--- src/rtl/coef_mem_arbiter.sv ---
// coef_mem_arbiter: shares one single-port coefficient BRAM (1-cycle read
// latency) between a burst loader (reads), a burst saver (writes) and a
// single-beat host port. A granted burst runs to completion without
// preemption. Read bursts end with one DRAIN cycle that carries the final
// read beat back to the requester.
//
// Build option: define COEF_ARB_RR_EN for round-robin arbitration among the
// three requesters (cyclic order loader -> saver -> host -> loader, starting
// at saver after reset). Without it, arbitration is fixed priority
// saver > loader > host and no pointer state exists.
module coef_mem_arbiter #(
  parameter int N = 16,
  parameter int A = 10
) (
  input  logic         clk,
  input  logic         rst,
  input  logic         ld_req,
  input  logic         sv_req,
  input  logic         hs_req,
  input  logic [A-1:0] ld_addr,
  input  logic [A-1:0] sv_addr,
  input  logic [A-1:0] hs_addr,
  input  logic [7:0]   ld_len,
  input  logic [7:0]   sv_len,
  output logic         ld_gnt,
  output logic         sv_gnt,
  output logic         hs_gnt,
  output logic         ld_vld,
  output logic [N-1:0] ld_data,
  output logic         sv_pop,
  input  logic [N-1:0] sv_data,
  input  logic         hs_we,
  input  logic [N-1:0] hs_wdata,
  output logic         hs_rvld,
  output logic [N-1:0] hs_rdata,
  output logic [A-1:0] mem_addr,
  output logic [7:0]   mem_we,
  output logic [N-1:0] mem_din,
  input  logic [N-1:0] mem_dout,
  output logic         busy,
  output logic [1:0]   owner
);

  // Owner codes double as requester identifiers in the arbiter.
  localparam logic [1:0] OWN_NONE = 2'd0;
  localparam logic [1:0] OWN_LD   = 2'd1;
  localparam logic [1:0] OWN_SV   = 2'd2;
  localparam logic [1:0] OWN_HS   = 2'd3;

  typedef enum logic [1:0] {
    IDLE  = 2'd0,
    BURST = 2'd1,
    DRAIN = 2'd2
  } state_t;

  state_t         state;
  logic [7:0]     beat_idx;    // index of the beat currently on the bus
  logic [7:0]     last_idx;    // index of the final beat (len-1, 0 -> 255)
  logic           hs_we_q;     // host access direction, latched at grant
  logic [N-1:0]   hs_din_q;    // host write data, latched at grant

  logic [1:0]     win;         // requester that would win in IDLE
  logic [A-1:0]   start_addr;
  logic [7:0]     start_last;

`ifdef COEF_ARB_RR_EN
  logic [1:0] rr_ptr;          // requester checked first in the next IDLE
  logic [3:0] req_vec;
  logic [1:0] cand0, cand1, cand2;

  // Cyclic successor in the order loader -> saver -> host -> loader.
  function automatic logic [1:0] next_req(input logic [1:0] c);
    return (c == OWN_HS) ? OWN_LD : c + 2'd1;
  endfunction

  // Round-robin pick: scan the three requesters starting at the pointer.
  // NOTE: every always_comb output gets a default first so no latch is inferred.
  always_comb begin
    win     = OWN_NONE;
    req_vec = {hs_req, sv_req, ld_req, 1'b0};
    cand0   = rr_ptr;
    cand1   = next_req(cand0);
    cand2   = next_req(cand1);
    if (req_vec[cand0])      win = cand0;
    else if (req_vec[cand1]) win = cand1;
    else if (req_vec[cand2]) win = cand2;
  end
`else
  // Fixed priority pick: saver first, then loader, then host.
  // NOTE: every always_comb output gets a default first so no latch is inferred.
  always_comb begin
    win = OWN_NONE;
    if (sv_req)      win = OWN_SV;
    else if (ld_req) win = OWN_LD;
    else if (hs_req) win = OWN_HS;
  end
`endif

  // Start address and final beat index of the winning request.
  always_comb begin
    start_addr = '0;
    start_last = 8'd0;
    case (win)
      OWN_LD: begin
        start_addr = ld_addr;
        start_last = ld_len - 8'd1;
      end
      OWN_SV: begin
        start_addr = sv_addr;
        start_last = sv_len - 8'd1;
      end
      OWN_HS: begin
        start_addr = hs_addr;
        start_last = 8'd0;
      end
      default: ;
    endcase
  end

  // Arbitration FSM; all bus controls are registered so a beat's address,
  // enable and pop line appear together in the cycle after each edge.
  // NOTE: sequential state uses non-blocking assignments only, so every
  // register samples pre-edge values regardless of statement order.
  always_ff @(posedge clk or posedge rst) begin
    if (rst) begin
      state    <= IDLE;
      owner    <= OWN_NONE;
      busy     <= 1'b0;
      beat_idx <= 8'd0;
      last_idx <= 8'd0;
      hs_we_q  <= 1'b0;
      hs_din_q <= '0;
      mem_addr <= '0;
      mem_we   <= 8'h00;
      sv_pop   <= 1'b0;
      ld_gnt   <= 1'b0;
      sv_gnt   <= 1'b0;
      hs_gnt   <= 1'b0;
      ld_vld   <= 1'b0;
      hs_rvld  <= 1'b0;
`ifdef COEF_ARB_RR_EN
      rr_ptr   <= OWN_SV;
`endif
    end else begin
      ld_gnt  <= 1'b0;
      sv_gnt  <= 1'b0;
      hs_gnt  <= 1'b0;
      // Read data returns one cycle after each read beat on the bus.
      ld_vld  <= (state == BURST) && (owner == OWN_LD);
      hs_rvld <= (state == BURST) && (owner == OWN_HS) && !hs_we_q;

      case (state)
        IDLE: begin
          if (win != OWN_NONE) begin
            state    <= BURST;
            owner    <= win;
            busy     <= 1'b1;
            beat_idx <= 8'd0;
            last_idx <= start_last;
            mem_addr <= start_addr;
            hs_we_q  <= hs_we;
            hs_din_q <= hs_wdata;
            ld_gnt   <= (win == OWN_LD);
            sv_gnt   <= (win == OWN_SV);
            hs_gnt   <= (win == OWN_HS);
            sv_pop   <= (win == OWN_SV);
            mem_we   <= ((win == OWN_SV) || ((win == OWN_HS) && hs_we)) ? 8'hFF : 8'h00;
          end
        end

        BURST: begin
          if (beat_idx == last_idx) begin
            mem_we <= 8'h00;
            sv_pop <= 1'b0;
`ifdef COEF_ARB_RR_EN
            rr_ptr <= next_req(owner);
`endif
            // A read still has its final beat in flight; writes are done.
            if (mem_we == 8'h00) begin
              state <= DRAIN;
            end else begin
              state <= IDLE;
              owner <= OWN_NONE;
              busy  <= 1'b0;
            end
          end else begin
            beat_idx <= beat_idx + 8'd1;
            mem_addr <= mem_addr + {{(A-1){1'b0}}, 1'b1};
          end
        end

        DRAIN: begin
          state <= IDLE;
          owner <= OWN_NONE;
          busy  <= 1'b0;
        end

        default: begin
          state <= IDLE;
          owner <= OWN_NONE;
          busy  <= 1'b0;
        end
      endcase
    end
  end

  // Saver data streams straight through while it is being popped; host
  // write data comes from the grant-time latch. Both are zero otherwise.
  assign mem_din  = sv_pop ? sv_data : ((mem_we != 8'h00) ? hs_din_q : '0);

  // Returned read data is only driven while its valid strobe is high.
  assign ld_data  = ld_vld  ? mem_dout : '0;
  assign hs_rdata = hs_rvld ? mem_dout : '0;

endmodule

--- config.mk ---
export PLATFORM = sky130hd
export DESIGN_NAME = coef_mem_arbiter
export DESIGN_NICKNAME = d
export VERILOG_FILES = /design/src/rtl/coef_mem_arbiter.sv
export SDC_FILE = /design/constraint.sdc
export NUM_CORES = 1
export LEC_CHECK = 0
export CORE_MARGIN = 2
export CORE_UTILIZATION = 30
export DETAILED_ROUTE_END_ITERATION = 10
export GPL_ROUTABILITY_DRIVEN = 0
export SYNTH_ARGS = -nofsm -noshare
export SYNTH_HDL_FRONTEND = slang
export SYNTH_SLANG_ARGS = --single-unit
--- constraint.sdc ---
create_clock -name clk -period 1.88 [get_ports clk]
set_input_delay 0.376 -clock clk [delete_from_list [all_inputs] [get_ports clk]]
set_output_delay 0.376 -clock clk [all_outputs]
set_load 0.02 [all_outputs]
# ---- Word level (Yosys, flattened, before mapping)
# Cells that the tools add are included.
dict set report word_totals {
  ff_bits 62
  in_bits 100
  out_inout_bits 75
  elab_cells 86
}
dict set report classes {
  n_addsub 4
  eq_ne 11
  n_mux 40
  n_reduce_logical 16
}
# operator count
set op_table {}
lappend op_table {{$mux 16} 4}
lappend op_table {{$pmux 8 s2} 3}
lappend op_table {{$mux 8} 5}
lappend op_table {{$pmux 10 s3} 1}
lappend op_table {{$mux 10} 2}
lappend op_table {{$pmux 10 s2} 1}
lappend op_table {{$mux 2} 9}
lappend op_table {{$sub 8x1->8 const B} 2}
lappend op_table {{$mux 1} 11}
lappend op_table {{$add 10x1->10 const B} 1}
lappend op_table {{$reduce_and 3->1} 3}
lappend op_table {{$add 8x1->8 const B} 1}
lappend op_table {{$eq 8x8->1} 1}
lappend op_table {{$logic_not 8->1} 1}
lappend op_table {{$pmux 2 s2} 2}
lappend op_table {{$reduce_bool 8->1} 1}
lappend op_table {{$eq 2x1->1 const B} 3}
lappend op_table {{$eq 2x2->1 const B} 3}
lappend op_table {{$ne 2x2->1 const B} 3}
lappend op_table {{$logic_and 1x1->1} 4}
lappend op_table {{$pmux 1 s2} 2}
lappend op_table {{$reduce_and 2->1} 2}
lappend op_table {{$reduce_bool 2->1} 2}
lappend op_table {{$logic_not 2->1} 1}
lappend op_table {{other kinds (3)} 3}

# ---- Depth between registers and ports, before layout
# Gate-level depths: netlist of the first run.
dict set report logic_depth {
  word_depth 9
  mapped_depth 10
}

# ---- Least setup slack after synthesis of the first run
# OpenSTA, ideal clock, no wires.
dict set report synth_timing {
  path_kind {in2reg}
  start {input ld_req}
  end {register last_idx[7]}
  setup_ps 123
  arrival_time_ps 1929
  path_slack_ps -172
  cell_stages 9
  n_path_buf 0
  cell_sequence {nor2_1 nor2_1 inv_1 ha_1 mux2i_1 nand3_1 and4bb_2 xor2_1 o21ai_1}
}
dict set report synth_between {
  elab_chain_cells 4
  word_cells_on_any_way 7
}
# item line_no
set synth_lines {}
lappend synth_lines {{start: declaration} 17} ;# input logic ld_req,
lappend synth_lines {{$mux 2 (*)} 94} ;# else if (ld_req) win = OWN_LD;
lappend synth_lines {{$mux 2 (*)} 93} ;# if (sv_req) win = OWN_SV;
lappend synth_lines {{$eq 2x2->1 (tied with other cells)} 103} ;# case (win)
lappend synth_lines {{$pmux 8 s2 or $reduce_and 2->1 (tied branches)} n/a}
lappend synth_lines {{end signal: assignment} 159} ;# last_idx <= start_last;
lappend synth_lines {{end: declaration} 58} ;# logic [7:0] last_idx;
# Mark *: on every way between the ends. The rest lies on a longest branch, timed or not.
# A chain may end at the register's enable or synchronous reset.

==> results.ini, run 1 <==
[sta]
timing.clock.skew_ns = 0.00507
timing.slew.headroom_pct = 71.3
final-hold-violation-count = 0
finalWorstPathRequiredPeriod_ns = 1.84
grt_setup_unrepaired = yes
setup-violations-final = 0
finalCritPeriodShare_pct = 97.9
fmax_ghz = 0.543
worst_pin_slew_ns = 0.430
number_of_max_slew_violations_in_the_final_report = 0
finalHoldWorstSlack_ns = 0.396

[finish]
antenna_cells = 0
final_design_area_no_fill_mm2 = 0.00592
post_route_cells_drive_above_1_share_pct = 15.6
syn2layout_area_growth_pct = 69.3
num-nets-final = 724

[job]
max-cap-violations = 0

[clock_network]
cts_sink_count = 55
numCtsBuffers = 5
clockRootBuffer = sky130_fd_sc_hd__clkbuf_16
clkTransAtPathRegs_ns = 0.07
skew_pair_late_insertion_delay_ns = 0.29
number_of_hold_buffers_added_after_cts = 0
htreeDepth = 2
cts_tree = yes
cts_buffer_depth = 2

[grt]
number_of_antenna_violations_at_the_first_check_in_global_routing = 0
grt.overflow.total = 0
pin_count_of_the_biggest_net_entering_global_routing = 31
number_of_global_route_vias_before_repair = 3767
globalRouteTotalUtil_pct = 17.7
grt_pass1_wl_mm = 18.4

[critical_path]
worst_r2r_path_depth = 7
worstReg2RegStart = beat_idx[1]
worst-endpoint-arrival_ns = 1.46
critPathRequiredTime_ns = 1.50
worst_setup_path_end_kind = output pin
setup.worst_path.start_class = flop
worst-setup-path-type = reg2out
crit_path_max_fanout = 17
worst_setup_path_startpoint = mem_we[6]

[synth]
synth.area.top_cells = sky130_fd_sc_hd__dfrtp_1 39%, sky130_fd_sc_hd__nand2_1 11%, sky130_fd_sc_hd__and2_1 6.3%
ys_ff_latch = 55
synthCells = 422
register_area_share_after_synthesis_pct = 39.3
post-synth-top-count-cell = sky130_fd_sc_hd__nand2_1
synth_adder_area_share_pct = 3.22
netlist.top_cell.by_area = sky130_fd_sc_hd__dfrtp_1
synthDominantCellAreaShare_pct = 39.3
fraction_of_the_mapped_netlist_area_in_simple_logic_gates_pct = 25.9
synth_commonest_cells = 98 x sky130_fd_sc_hd__nand2_1, 55 x sky130_fd_sc_hd__dfrtp_1, 35 x sky130_fd_sc_hd__and2_1
count_of_different_cell_masters_after_synthesis = 53
synth-warning-count = 0
synth_compound_gate_area_share_pct = 19.2
synth_top_family_by_area = simple AND/OR/NAND/NOR gates
multiplexer_fraction_of_the_synthesized_cell_area_pct = 2.57
syn_nets = 531
synth_ff_type = sky130_fd_sc_hd__dfrtp_1
synthesis.area_per_instance_um2 = 8.29
synth-xor-area-share_pct = 3.25
postSynth.asyncResetShare_pct = 100
synthesis.area_mm2 = 0.00350
number_of_synthesized_flops_with_an_enable_pin = 0

[power_and_ir_drop]
worst_vdd_rail_ir_drop_v = 0.000895
p_leak_nw = 2.76
powerDensity_mw_per_mm2 = 1280

[floorplanning]
chipHeight_um = 112
die_w_um = 112
core_area_mm2 = 0.0114
ios = 175
die_area_mm2 = 0.0125
core.rowCount = 39
starting_density_of_the_core_pct = 30.6

[placed_design]
placedInstanceArea_mm2 = 0.00570
numPortBuffers = 174
place_hpwl_mm = 8.80

[drt]
wire_per_inst_um = 14.7
first_iter_violations = 259
first_pass_iters = 4
route.final.wire_length_mm = 11.1
route.antenna.remaining_nets = 0
remaining_drc_errors = 0
vias = 3738
viasPerCell = 4.92

[outcome]
status = finished, final reports clean

[hold_path]
hold_path.class = in2async

[area by class of cell]
type / count / area, um2
clock inverter: 2 / 16.3
clock buffer: 6 / 139
multi-input combinational: 319 / 2010
fill: 1107 / 5490
tap: 143 / 179
sequential: 55 / 1380
inverter: 14 / 55.1
timing repair buffer: 220 / 2150
[critical path, cell delays in order (launching register included)]
cell and delay (ns):
sky130_fd_sc_hd__dfrtp_1 0.41, sky130_fd_sc_hd__buf_12 0.16, sky130_fd_sc_hd__clkdlybuf4s50_1 0.60
[sequential cells by signal, summed over array words and instances (netlist names)]
name	flops
state	2
ld_gnt	1
mem_addr	10
hs_din_q	16
sv_gnt	1
hs_we_q	1
mem_we	1
last_idx	8
hs_gnt	1
beat_idx	8
busy	1
sv_pop	1
hs_rvld	1
ld_vld	1
owner	2
[logic make-up after synthesis]
group           after synthesis
buf+inv                      48
flops                        55
simple gates                193
xor+xnor                     13
compound gates               95
mux                           9
fa+ha+maj                     9
[per-stage QoR]
stage | util [%] | worst slack, ns | total power [mW] | std cells | TNS, ns
floorplan | - | -0.0107 | 4.71 | 422 | -0.0107
global placement | 49.9 | -0.595 | 6.68 | 746 | -24.26
detailed placement | 49.9 | -0.664 | 6.76 | 746 | -25.71
CTS | 51.7 | -0.0000453 | 7.66 | 757 | -0.0000453
global route | 51.9 | -0.0841 | 8.17 | 759 | -0.0841
finish | 51.9 | 0.0393 | 7.59 | 759 | 0
[metal layers]
metal  GRT usage [%]  vias up  wire, um
met2            32.0      144      5490
li1                -     1846         -
met3            3.65        6       801
met4            2.85        0        74
met5               0        -         0
met1            22.2     1742      4780
[final timing paths]
| kind | endpoint | slack [ns] |
|---|---|---|
| max in group asynchronous | mem_addr[8] | 1.02 |
| worst max register to register | mem_addr[4] | 0.18 |
| worst min register to register | hs_rvld | 0.44 |
| min in group clk | hs_rvld | 0.44 |
| worst min-delay path | hs_din_q[0] | 0.40 |
| worst max-delay path | mem_we[0] | 0.04 |
[placed cells by master (no fill, tap or decap), types with 4 or more instances in the layout]
cell type                           n
sky130_fd_sc_hd__clkbuf_16          5
sky130_fd_sc_hd__clkdlybuf4s50_1  117
sky130_fd_sc_hd__buf_12             7
sky130_fd_sc_hd__clkbuf_2           4
sky130_fd_sc_hd__xnor2_1            9
sky130_fd_sc_hd__o211ai_1           6
sky130_fd_sc_hd__o31ai_1            7
sky130_fd_sc_hd__nor3_1             7
sky130_fd_sc_hd__o21ai_0           21
sky130_fd_sc_hd__nand2_1           97
sky130_fd_sc_hd__inv_1             10
sky130_fd_sc_hd__xor2_1             4
sky130_fd_sc_hd__buf_4             37
sky130_fd_sc_hd__nand3_1            9
sky130_fd_sc_hd__nor2_1            20
sky130_fd_sc_hd__a31oi_1            5
sky130_fd_sc_hd__dfrtp_1           53
sky130_fd_sc_hd__mux2i_1            5
sky130_fd_sc_hd__dlygate4sd2_1     41
sky130_fd_sc_hd__ha_1               5
sky130_fd_sc_hd__o21ai_1            9
sky130_fd_sc_hd__and2_1            35
sky130_fd_sc_hd__dlymetal6s2s_1     6
sky130_fd_sc_hd__nand2b_1           4
sky130_fd_sc_hd__a21oi_1           14
sky130_fd_sc_hd__a222oi_1          10
[repair_timing]
item / CTS / global route
resized for setup: 67 / 28
buffers inserted: 2 / 3
setup endpoints to repair: 91 / 49
gates cloned: 1 / 0
pin swaps: 9 / 13
[power breakdown]
part | switching (mW) | internal [mW] | total (mW)
clock | 0.434 | 0.533 | 0.967
combinational | 2.37 | 2.14 | 4.50
sequential | 0.434 | 1.69 | 2.12
total | 3.24 | 4.36 | 7.59
Power figures use the tool's default switching activity.
==> inputs of run 2 (changes only) <==
--- a/config.mk
+++ b/config.mk
@@ -9,6 +9,7 @@
 export CORE_UTILIZATION = 30
 export DETAILED_ROUTE_END_ITERATION = 10
 export GPL_ROUTABILITY_DRIVEN = 0
+export HOLD_SLACK_MARGIN = 0.03
 export SYNTH_ARGS = -nofsm -noshare
 export SYNTH_HDL_FRONTEND = slang
 export SYNTH_SLANG_ARGS = --single-unit
==> results of run 2 <==
Same layout as run 1: the final DEF is identical, and so are final timing and power.
==> inputs of run 3 (changes only) <==
--- a/config.mk
+++ b/config.mk
@@ -9,7 +9,9 @@
 export CORE_UTILIZATION = 30
 export DETAILED_ROUTE_END_ITERATION = 10
 export GPL_ROUTABILITY_DRIVEN = 0
+export GPL_TIMING_DRIVEN = 1
 export HOLD_SLACK_MARGIN = 0.03
 export SYNTH_ARGS = -nofsm -noshare
 export SYNTH_HDL_FRONTEND = slang
 export SYNTH_SLANG_ARGS = --single-unit
+export TNS_END_PERCENT = 100
==> constraint.sdc (replaced) <==
create_clock -name clk -period 2.1 [get_ports clk]
set_input_delay 0.42 -clock clk [delete_from_list [all_inputs] [get_ports clk]]
set_output_delay 0.42 -clock clk [all_outputs]
set_load 0.02 [all_outputs]
==> run 3 against run 2 <==
  * Worst setup slack worse by 0.0070 ns
  * Critical endpoint is now ld_data[9]
  * Utilization down 1.3 points
  * Combinational power shrank 17%
  * Count of clock-buffer cells in the layout decreased by 1
  * Critical path depth rose by 1
  * First-iteration DRC count shrank 24%
  * Register-to-register slack gained 0.04 ns
  * Sequential power decreased by 7%
==> results.ini, run 3 (synthesis results as in run 1) <==
[finish]
num-nets-final = 714  ; -1.4%
area_used_by_multi_input_combinational_logic_mm2 = 0.00196  ; -2.4%
fillers = 1089  ; -1.6%
final_common_cell = sky130_fd_sc_hd__clkdlybuf4s50_1
post_route_cells_drive_above_1_share_pct = 11.6  ; -4.0 points
syn2layout_area_growth_pct = 65.0
top_regs = hs_din_q x16, mem_addr x10
postLayoutCoreUtil_pct = 50.6  ; -1.3 points
antenna_cells = 0  ; unchanged
layout_common_cells = 148 x sky130_fd_sc_hd__clkdlybuf4s50_1, 97 x sky130_fd_sc_hd__nand2_1, 53 x sky130_fd_sc_hd__dfrtp_1
max_reg_flops = 16  ; unchanged
final_design_area_no_fill_mm2 = 0.00578  ; -2.5%
largest-register = hs_din_q
regArea_mm2 = 0.00138  ; unchanged

[clock_network]
htreeDepth = 2  ; unchanged
numCtsBuffers = 5  ; unchanged
cts_sink_count = 55  ; unchanged
cts_buffer_depth = 2  ; unchanged
clkTransAtPathRegs_ns = 0.07  ; about the same
cts_tree = yes
number_of_hold_buffers_added_after_cts = 0  ; unchanged
clockRootBuffer = sky130_fd_sc_hd__clkbuf_16
skew_pair_late_insertion_delay_ns = 0.29  ; about the same

[grt]
grt_pass1_wl_mm = 17.9  ; -2.7%
globalRouteTotalUtil_pct = 17.4  ; -0.33 points
pin_count_of_the_biggest_net_entering_global_routing = 40  ; +29%
number_of_global_route_vias_before_repair = 3665  ; -2.7%
number_of_antenna_violations_at_the_first_check_in_global_routing = 0  ; unchanged
grt.overflow.total = 0  ; unchanged

[placed_design]
preCtsSetupSlack_ns = -0.651  ; +0.0129 ns
place_hpwl_mm = 8.93  ; +1.4%
placedInstanceArea_mm2 = 0.00556  ; -2.4%
numPortBuffers = 174  ; unchanged

[critical_path]
worst-setup-path-type = in2out
worst_setup_path_end_kind = output pin
worst-endpoint-arrival_ns = 1.65  ; +0.19 ns
setup.worst_path.start_class = primary input
worstReg2RegStart = beat_idx[0]
critPathRequiredTime_ns = 1.68  ; +0.18 ns
worst_setup_path_startpoint = mem_dout[9]
worst_r2r_path_depth = 6  ; -1
crit_path_max_fanout = 2  ; -15

[floorplanning]
die_w_um = 112  ; unchanged
core_area_mm2 = 0.0114  ; unchanged
chipHeight_um = 112  ; unchanged
core.rowCount = 39  ; unchanged
die_area_mm2 = 0.0125  ; unchanged
ios = 175  ; unchanged
starting_density_of_the_core_pct = 30.6  ; unchanged

[power_and_ir_drop]
comb_power_share_pct = 57.0  ; -2.3 points
netSwitchingFraction_pct = 43.3  ; +0.69 points
switching_power_mw = 2.85  ; -12%
seqPwrFrac_pct = 30.0  ; +2.1 points
power.clock.fraction_pct = 13.0  ; +0.3 points
cell_internal_pwr_mw = 3.73  ; -14%
worst_vdd_rail_ir_drop_v = 0.000661  ; -26%
powerDensity_mw_per_mm2 = 1140  ; -11%
p_leak_nw = 2.58  ; -6.6%

[sta]
finalCritPeriodShare_pct = 98.5
finalHoldWorstSlack_ns = 0.426  ; +0.0306 ns
finalWorstSetupSlack_ns = 0.0323  ; -0.00695 ns
worst_pin_slew_ns = 0.420  ; -0.0105 ns
setup-violations-final = 0  ; unchanged
timing.clock.skew_ns = 0.00428  ; -0.000795 ns
final-hold-violation-count = 0  ; unchanged
number_of_max_slew_violations_in_the_final_report = 0  ; unchanged
timing.slew.headroom_pct = 72.0  ; +0.74 points
fmax_ghz = 0.484
finalWorstPathRequiredPeriod_ns = 2.07
grt_setup_unrepaired = yes

[drt]
remaining_drc_errors = 0  ; unchanged
first_pass_iters = 5  ; +1
route.antenna.remaining_nets = 0  ; unchanged
wire_per_inst_um = 15.3  ; +4.3%
viasPerCell = 4.97  ; +0.85%
first_iter_violations = 198  ; -24%
vias = 3720  ; -0.48%
route.final.wire_length_mm = 11.5  ; +2.9%

[outcome]
status = finished, final reports clean

[job]
max-cap-violations = 0  ; unchanged

[hold_path]
hold_path.class = in2async

## run 3: worst paths after layout
check / end / slack (ns)
setup / recovery: ld_data[9] / 0.03
hold / removal: hs_din_q[2] / 0.43
setup reg to reg: mem_addr[1] / 0.22
hold reg to reg: hs_rvld / 0.44
max in group asynchronous: hs_rvld / 1.12
min in group clk: hs_rvld / 0.44
## run 3: area by class of cell
cell class / count / share of cell area [%]
clock buffers: 5 / 2.17
clock inverters: 3 / 0.433
inverters: 14 / 0.910
multi-input cells: 319 / 33.9
flip-flops and latches: 55 / 23.9
well taps: 143 / 3.10
repair buffers: 210 / 35.6
## run 3: metal layers
layer  part of all wire (%)  track usage, %
met5                      0               0
met4                   0.70            2.44
met3                    5.5            2.61
met2                     52            32.9
met1                     42            21.2
## run 3: power groups by stage
stage	clock network [mW]	registers [mW]	logic, mW
floorplan	0	2.01	2.16
global placement	0	1.97	3.80
detailed placement	0	2.00	3.84
CTS	0.877	1.98	3.77
global route	0.927	2.04	4.10
finish	0.857	1.97	3.75
## run 3: critical path, stage by stage
cell                              delay, ns
sky130_fd_sc_hd__clkdlybuf4s50_1       0.50
sky130_fd_sc_hd__and2_1                0.13
sky130_fd_sc_hd__clkdlybuf4s50_1       0.59
## run 3: per-stage QoR
step / setup TNS (ns) / instances / power, mW
after CTS: 0 / 749 / 6.62
after global routing: -0.215 / 749 / 7.07
final: 0 / 749 / 6.58
after detailed placement: -17.44 / 740 / 5.84
after global placement: -16.41 / 740 / 5.78
after floorplan: 0 / 422 / 4.17
## run 3: what timing repair did
action / CTS / global route
endpoints found under the hold margin: 0 / 0
setup buffers: 1 / 0
gates resized for setup: 26 / 16
endpoints found under the setup margin: 72 / 28
pin swaps: 3 / 2
